$ cat src/rtl/sa_read_channel.sv
// Slave-side AXI4 read arbiter: round-robin AR grant into a registered AR stage,
// with an order FIFO that routes R bursts back to masters. Optional RID check: SA_RID_CHECK_EN.
module sa_read_channel #(
    parameter int MST_AMT           = 2,
    parameter int OUTSTANDING_AMT   = 8,
    parameter int DATA_WIDTH        = 32,
    parameter int ADDR_WIDTH        = 32,
    parameter int TRANS_MST_ID_W    = 5,
    parameter int TRANS_BURST_W     = 2,
    parameter int TRANS_DATA_LEN_W  = 3,
    parameter int TRANS_DATA_SIZE_W = 3
) (
    input  logic                                   ACLK_i,
    input  logic                                   ARESET_i,
    input  logic [MST_AMT*TRANS_MST_ID_W-1:0]      dsp_ARID_i,
    input  logic [MST_AMT*ADDR_WIDTH-1:0]          dsp_ARADDR_i,
    input  logic [MST_AMT*TRANS_BURST_W-1:0]       dsp_ARBURST_i,
    input  logic [MST_AMT*TRANS_DATA_LEN_W-1:0]    dsp_ARLEN_i,
    input  logic [MST_AMT*TRANS_DATA_SIZE_W-1:0]   dsp_ARSIZE_i,
    input  logic [MST_AMT-1:0]                     dsp_ARVALID_i,
    output logic [MST_AMT-1:0]                     dsp_ARREADY_o,
    output logic [TRANS_MST_ID_W-1:0]              dsp_RID_o,
    output logic [DATA_WIDTH-1:0]                  dsp_RDATA_o,
    output logic                                   dsp_RLAST_o,
    output logic [MST_AMT-1:0]                     dsp_RVALID_o,
    input  logic [MST_AMT-1:0]                     dsp_RREADY_i,
    output logic [TRANS_MST_ID_W-1:0]              s_ARID_o,
    output logic [ADDR_WIDTH-1:0]                  s_ARADDR_o,
    output logic [TRANS_BURST_W-1:0]               s_ARBURST_o,
    output logic [TRANS_DATA_LEN_W-1:0]            s_ARLEN_o,
    output logic [TRANS_DATA_SIZE_W-1:0]           s_ARSIZE_o,
    output logic                                   s_ARVALID_o,
    input  logic                                   s_ARREADY_i,
    input  logic [TRANS_MST_ID_W-1:0]              s_RID_i,
    input  logic [DATA_WIDTH-1:0]                  s_RDATA_i,
    input  logic                                   s_RLAST_i,
    input  logic                                   s_RVALID_i,
    output logic                                   s_RREADY_o,
    output logic                                   rid_err_o
);

    localparam int IDX_W = (MST_AMT > 1) ? $clog2(MST_AMT) : 1;
    localparam int AW    = $clog2(OUTSTANDING_AMT);
    localparam int PTR_W = AW + 1;

    logic [IDX_W-1:0] prio, grant_idx, head;
    logic [IDX_W:0]   cand;
    logic             any_req, accept, ar_free, full, empty, r_hs, pop;
    logic [PTR_W-1:0] wptr, rptr;
    logic [IDX_W-1:0] fifo_mst [OUTSTANDING_AMT];

    // First requester at or after prio, searching upward with wrap.
    always_comb begin
        any_req   = 1'b0;
        grant_idx = '0;
        cand      = '0;
        for (int i = 0; i < MST_AMT; i++) begin
            cand = {1'b0, prio} + (IDX_W+1)'(i);
            if (cand >= (IDX_W+1)'(MST_AMT))
                cand = cand - (IDX_W+1)'(MST_AMT);
            if (!any_req && dsp_ARVALID_i[cand[IDX_W-1:0]]) begin
                any_req   = 1'b1;
                grant_idx = cand[IDX_W-1:0];
            end
        end
    end

    assign ar_free = ~s_ARVALID_o | s_ARREADY_i;
    assign empty   = (wptr == rptr);
    assign full    = (wptr[AW] != rptr[AW]) && (wptr[AW-1:0] == rptr[AW-1:0]);
    // Full blocks the grant even if a pop lands in the same cycle.
    assign accept  = any_req & ar_free & ~full & ~ARESET_i;
    assign head    = fifo_mst[rptr[AW-1:0]];

    assign s_RREADY_o  = ~empty & dsp_RREADY_i[head];
    assign r_hs        = s_RVALID_i & s_RREADY_o;
    assign pop         = r_hs & s_RLAST_i;
    assign dsp_RID_o   = s_RID_i;
    assign dsp_RDATA_o = s_RDATA_i;
    assign dsp_RLAST_o = s_RLAST_i;

    for (genvar m = 0; m < MST_AMT; m++) begin : g_lane
        assign dsp_ARREADY_o[m] = accept & (grant_idx == IDX_W'(m));
        assign dsp_RVALID_o[m]  = s_RVALID_i & ~empty & (head == IDX_W'(m));
    end

    always_ff @(posedge ACLK_i or posedge ARESET_i) begin
        if (ARESET_i) begin
            s_ARVALID_o <= 1'b0;
            s_ARID_o    <= '0;
            s_ARADDR_o  <= '0;
            s_ARBURST_o <= '0;
            s_ARLEN_o   <= '0;
            s_ARSIZE_o  <= '0;
            prio        <= '0;
        end else if (accept) begin
            s_ARVALID_o <= 1'b1;
            s_ARID_o    <= dsp_ARID_i[grant_idx*TRANS_MST_ID_W +: TRANS_MST_ID_W];
            s_ARADDR_o  <= dsp_ARADDR_i[grant_idx*ADDR_WIDTH +: ADDR_WIDTH];
            s_ARBURST_o <= dsp_ARBURST_i[grant_idx*TRANS_BURST_W +: TRANS_BURST_W];
            s_ARLEN_o   <= dsp_ARLEN_i[grant_idx*TRANS_DATA_LEN_W +: TRANS_DATA_LEN_W];
            s_ARSIZE_o  <= dsp_ARSIZE_i[grant_idx*TRANS_DATA_SIZE_W +: TRANS_DATA_SIZE_W];
            prio        <= (grant_idx == IDX_W'(MST_AMT-1)) ? '0 : grant_idx + 1'b1;
        end else if (s_ARREADY_i) begin
            s_ARVALID_o <= 1'b0;
        end
    end

    always_ff @(posedge ACLK_i or posedge ARESET_i) begin
        if (ARESET_i) begin
            wptr <= '0;
            rptr <= '0;
        end else begin
            if (accept) wptr <= wptr + 1'b1;
            if (pop)    rptr <= rptr + 1'b1;
        end
    end

    always_ff @(posedge ACLK_i) begin
        if (accept) fifo_mst[wptr[AW-1:0]] <= grant_idx;
    end

`ifdef SA_RID_CHECK_EN
    logic [TRANS_MST_ID_W-1:0] fifo_id [OUTSTANDING_AMT];

    always_ff @(posedge ACLK_i) begin
        if (accept) fifo_id[wptr[AW-1:0]] <= dsp_ARID_i[grant_idx*TRANS_MST_ID_W +: TRANS_MST_ID_W];
    end

    // Sticky until reset; routing never depends on it.
    always_ff @(posedge ACLK_i or posedge ARESET_i) begin
        if (ARESET_i)
            rid_err_o <= 1'b0;
        else if (r_hs && (s_RID_i != fifo_id[rptr[AW-1:0]]))
            rid_err_o <= 1'b1;
    end
`else
    assign rid_err_o = 1'b0;
`endif

endmodule

$ cat config.mk
export PLATFORM = sky130hd
export DESIGN_NAME = sa_read_channel
export DESIGN_NICKNAME = d
export VERILOG_FILES = /design/src/rtl/sa_read_channel.sv
export SDC_FILE = /design/constraint.sdc
export NUM_CORES = 1
export LEC_CHECK = 0
export ABC_AREA = 1
export CORE_ASPECT_RATIO = 1.75
export CORE_MARGIN = 2
export CORE_UTILIZATION = 36
export CTS_CLUSTER_DIAMETER = 120
export CTS_CLUSTER_SIZE = 12
export DETAILED_ROUTE_END_ITERATION = 16
export GPL_TIMING_DRIVEN = 1
export HOLD_SLACK_MARGIN = 0.06
export PLACE_DENSITY = 0.82
export SYNTH_ARGS = -nofsm -noshare
export SYNTH_HDL_FRONTEND = slang
export SYNTH_SLANG_ARGS = --single-unit
export TNS_END_PERCENT = 50
$ cat constraint.sdc
create_clock -name ACLK_i -period 2.2 [get_ports ACLK_i]
set_clock_uncertainty 0.2 [all_clocks]
set_input_delay 0.33 -clock ACLK_i [delete_from_list [all_inputs] [get_ports ACLK_i]]
set_output_delay 0.33 -clock ACLK_i [all_outputs]
set_load 0.05 [all_outputs]
Yosys cells after proc, flatten, opt, wreduce, memory -nomap -nowiden
Memories as Yosys holds them, arrays and structs flattened.
Index checks and enable logic that the tools add are counted.
{ "totals": {"regBits": 55, "ram_bits": 8, "inputBits": 136, "output_inout_bits": 90, "elab_cells": 70, "mem_count": 1} }
{ "op_classes": {"n_addsub": 6, "mul": 2, "n_lt_le_gt_ge": 5, "n_eq_ne": 3, "shift": 5, "n_mux": 17, "bitwise": 18, "n_reduce_logical": 4} }
{ "memory_table": {"columns": ["memory", "depth", "word_bits", "rd", "rd_clocked_by_memory_dff", "wr", "line_no", "rtl"], "rows": [
  ["fifo_mst", 8, 1, 1, 0, 1, "50", "logic [IDX_W-1:0] fifo_mst [OUTSTANDING_AMT];"]
]} }
{ "ops": {"columns": ["cell", "n"], "rows": [
  ["$shiftx A64 B7 Y32", 1],
  ["$mux W1", 17],
  ["$shiftx A6 B4 Y3", 2],
  ["$and A1 B1 Y1", 11],
  ["$shiftx A10 B5 Y5", 1],
  ["$add A4 B1 Y4 const B", 2],
  ["$lt A1 B2 Y1 const B", 3],
  ["$not A1 Y1", 6],
  ["$eq A4 B4 Y1", 1],
  ["$mul A1 B3 Y4 const B", 1],
  ["$shiftx A4 B3 Y2", 1],
  ["$eq A3 B3 Y1", 1],
  ["$mul A1 B2 Y3 const B", 1],
  ["$add A1 B1 Y2 const B", 1],
  ["$ge A1 B2 Y1 const B", 1],
  ["$ge A2 B2 Y1 const B", 1],
  ["$logic_and A1 B1 Y1", 2],
  ["$reduce_bool A2 Y1", 1],
  ["$sub A1 B1 Y1 const B", 2],
  ["$add A1 B1 Y1 const B", 1],
  ["$logic_not A1 Y1", 1],
  ["$ne A1 B1 Y1", 1],
  ["$or A1 B1 Y1", 1]
]} }

Longest topological paths before layout
{ "logic_depth": {"ltp_word": 13, "mapped_depth": 12, "ltp_nobuf": 10} }

Worst setup path after synthesis
No wires, ideal clock.
{ "synth_timing": {"kind": "register to output", "from": "reg rptr[0]", "to": "out s_RREADY_o", "arrival_time_ns": 1.715, "t_required_ns": 1.670, "setup_slack_ns": -0.045, "stages_incl_launch_ff": 9, "cell_sequence": "dfrtp_1 -> buf_4 -> inv_2 -> nand2_1 -> nand3_1 -> nand3_1 -> nand3_1 -> nand2_1 -> nor2_1"} }
{ "synth_via": {"elab_chain_cells": 4, "elab_cells_between_ends": 6, "classes_between": "eq/ne (1); mux (2); bitwise (2); memory (1)"} }
{ "synth_rtl": {"columns": ["item", "line_no", "rtl"], "rows": [
  ["from (decl)", "49", "logic [PTR_W-1:0] wptr, rptr;"],
  ["from (signal assigned)", "115", "if (pop) rptr <= rptr + 1'b1;"],
  ["$mem_v2 Z8 W1", null, null],
  ["$mux W1 (implied by the code) (2 in series)", "75", "assign s_RREADY_o = ~empty & dsp_RREADY_i[head];"],
  ["$and A1 B1 Y1 *", "75", null],
  ["to (decl)", "38", "output logic s_RREADY_o,"]
]} }
Mark *: on every way between the ends. The rest lies on a longest branch, timed or not. The select of a mux whose other input is x is not followed.

Worst setup path after layout
Ends and elaborated chain as after synthesis.

==> flow_metrics.py <==
metrics = {
    "clocking": {
        "clk_latency_ps": 320,
        "cts_buffers": 9,
        "clockBufferDepth": 2,
        "cts.clk_slew.worst_paths_ps": 50,
        "htreeDepth": 3,
        "hold_buffers": 0,
        "clock_sinks": 63,
        "clockRootBuffer": "clkbuf_16",
        "cts_tree": "built",
    },
    "synth": {
        "synth_async_sr_flop_share": 0.8730,
        "synth-main-ff-cell": "dfrtp_1",
        "synth_edf_count": 8,
        "yosysTopAreaCellShare": 0.4198,
        "ys_seq_area_frac": 0.4931,
        "yosys-top-cells-count": "nand2_1, dfrtp_1, nand3_1, buf_4, inv_1",
        "synthesis.instances": 408,
        "synth_seq_cells": 63,
        "yosysMostFrequentCell": "nand2_1",
        "yosys_warnings": 0,
        "syn-mean-instance-area_um2": 8.035,
        "yosys.area.top_type": "dfrtp_1",
        "synth_cell_type_count": 23,
        "synth_nets": 546,
        "ys_top_cells_by_area": "dfrtp_1, nand2_1, buf_4",
        "syn_area_um2": 3278,
    },
    "power": {
        "leakage_uw": 0.002315,
        "p_per_area_nw_per_um2": 1571,
        "vdd.ir_drop.worst_mv": 0.8865,
    },
    "routing": {
        "wl_um": 9657,
        "vias_per_cell": 4.845,
        "wire_per_inst_um": 14.72,
        "drt_pre_antenna_iters": 4,
        "ant_nets": 0,
        "first_iter_violations": 147,
        "drc": 0,
        "vias": 3178,
    },
    "floorplan": {
        "io_pins": 226,
        "fp-row-count": 46,
        "die_area_um2": 9915,
        "start_util": 0.3651,
        "core_um2": 8979,
        "die_w_um": 76.14,
        "die_h_um": 130.2,
    },
    "setup_path": {
        "worstPathCellList": "buf_6 -> nand2_1 -> nand3_2 -> nand2_1 -> nand2_1 -> nand2_2 -> nor2_2 -> nor2_4 -> buf_12",
        "crit_fanout": 5,
        "crit_arrival_ps": 1660,
        "critPathBufInv": 2,
        "crit_required_ps": 1670,
        "endpoint_kind": "output port",
        "cpMostUsedCell": "nand2_1",
        "cp_slowest_cell": "dfrtp_2",
        "ff2ff_setup_slack_ps": 150,
        "critPathLaunchType": "register",
        "crit_path_max_incr_delay_ps": 450,
        "critPathKind": "register to output port",
        "crit_family": "simple AND/OR/NAND/NOR gates",
    },
    "timing": {
        "maxSlewViolCount": 0,
        "rsz0062_at_grt": "yes",
        "worst_pin_slew_ps": 543.3,
        "timing.hold.ws_ps": 213.0,
        "max_freq_mhz": 456.0,
        "hold_violations": 0,
        "period_needed_ps": 2193,
        "slew_headroom": 0.6367,
        "finalSetupViolations": 0,
        "finalCritPeriodShare": 0.9969,
    },
    "final_layout": {
        "antenna_cells": 0,
        "layout.cells.non_filler": 656,
        "utilization": 0.5690,
        "area_growth_pct": 55.84,
        "nets": 669,
        "final_layout_size_suffix_gt1_frac": 0.1175,
        "final_cell_area_um2": 5109,
    },
    "global_routing": {
        "grt_pass1_vias": 3180,
        "antenna_found_initial": 0,
        "grt_max_degree": 56,
        "grt_usage": 0.1885,
        "grt_pass1_wl_um": 14790,
        "grt_overflow": 0,
    },
    "job": {
        "maxCapViolations": 0,
    },
    "placement": {
        "dp_cells": 630,
        "io_buffers": 150,
        "dp_hpwl_um": 6954,
        "gp_congestion": 0.8206,
        "dpl_cell_area_um2": 4676,
    },
    "hold_path": {
        "hp-class": "input port to asynchronous set/reset pin",
    },
    "outcome": {
        "status": "finished, final reports clean",
    },
}
cell usage in the layout, fill, tap and decap left out, types with 2 or more instances in the layout:
cell type	count
buf_12	9
buf_4	13
clkbuf_1	2
clkbuf_16	10
clkdlybuf4s50_1	144
clkinv_2	3
dfrtp_1	51
dfrtp_2	4
edfxtp_1	8
ha_1	2
inv_1	17
inv_2	3
nand2_1	174
nand2_2	4
nand3_1	51
nand3_2	4
nand4_1	6
nor2_1	7
nor2_2	3
nor2_4	5
o21ai_0	2
xor2_1	4
through the flow:
stage	setup TNS (ps)	total power [uW]	worst slack, ps
finish	0	8028	6.809
CTS	-9.854	7859	-9.854
floorplan	0	4973	99.45
global placement	0	6301	59.07
detailed placement	0	6407	25.88
global route	-104.2	8412	-53.54
final cells by class:
class	count	area, um^2
clock inverters	3	15.01
fillers	796	3870
multi-input cells	269	1239
well taps	120	150.1
clock buffers	13	271.5
flip-flops and latches	63	1622
inverters	21	81.33
repair buffers	167	1730
sequential cells by signal (all words and copies together) (netlist names):
register and count:
rptr 4, wptr 4, prio 1, s_ARBURST_o 2, s_ARID_o 5, s_ARSIZE_o 3, s_ARADDR_o 32, fifo_mst 8
s_ARLEN_o 3, s_ARVALID_o 1
timing repair:
| item | in CTS | in global routing |
|---|---|---|
| endpoints found under the setup margin | 6 | 5 |
| pin swaps | 0 | 7 |
| resized for setup | 6 | 17 |
| buffers inserted | 1 | 9 |
worst paths after layout:
path / from / endpoint / cells after the start
max: rptr[0] / s_RREADY_o / 9
min: ARESET_i / rptr[1] / 3
max reg2reg: rptr[1] / s_ARVALID_o / 8
min reg2reg: s_ARADDR_o[0] / s_ARADDR_o[0] / 2
max in group asynchronous: ARESET_i / wptr[0] / 3
min in group ACLK_i: s_ARADDR_o[0] / s_ARADDR_o[0] / 2
per-layer routing:
metal	global-route usage	wire length (um)	vias to the layer above
li1	-	-	1484
met1	0.1768	3207	1497
met2	0.3687	5503	153
met3	0.04426	549	44
met4	0.1134	398	0
met5	0	0	-
power breakdown:
part           switching (uW)  total, uW  internal [uW]  leakage, uW
Sequential                367       2080           1720     0.000746
Combinational            2940       4610           1660      0.00142
Clock                     483       1340            856     0.000145
Total                    3790       8030           4240      0.00232
cell families (layout without fill, tap and decap cells):
| logic type | count (synthesis) | after routing | share of synthesized area |
|---|---|---|---|
| compound gates | 4 | 4 | 0.006488 |
| xor+xnor | 6 | 6 | 0.01603 |
| fa+ha+maj | 2 | 2 | 0.007632 |
| buf+inv | 76 | 204 | 0.1496 |
| flops | 63 | 63 | 0.4931 |
| other cells | 1 | 1 | 0.001144 |
| simple gates | 256 | 256 | 0.3260 |
worst min-delay path, cell delays in order:
cell and delay [ps]:
clkdlybuf4s50_1 440, inv_2 80, buf_12 270
Power figures use the tool's default switching activity.
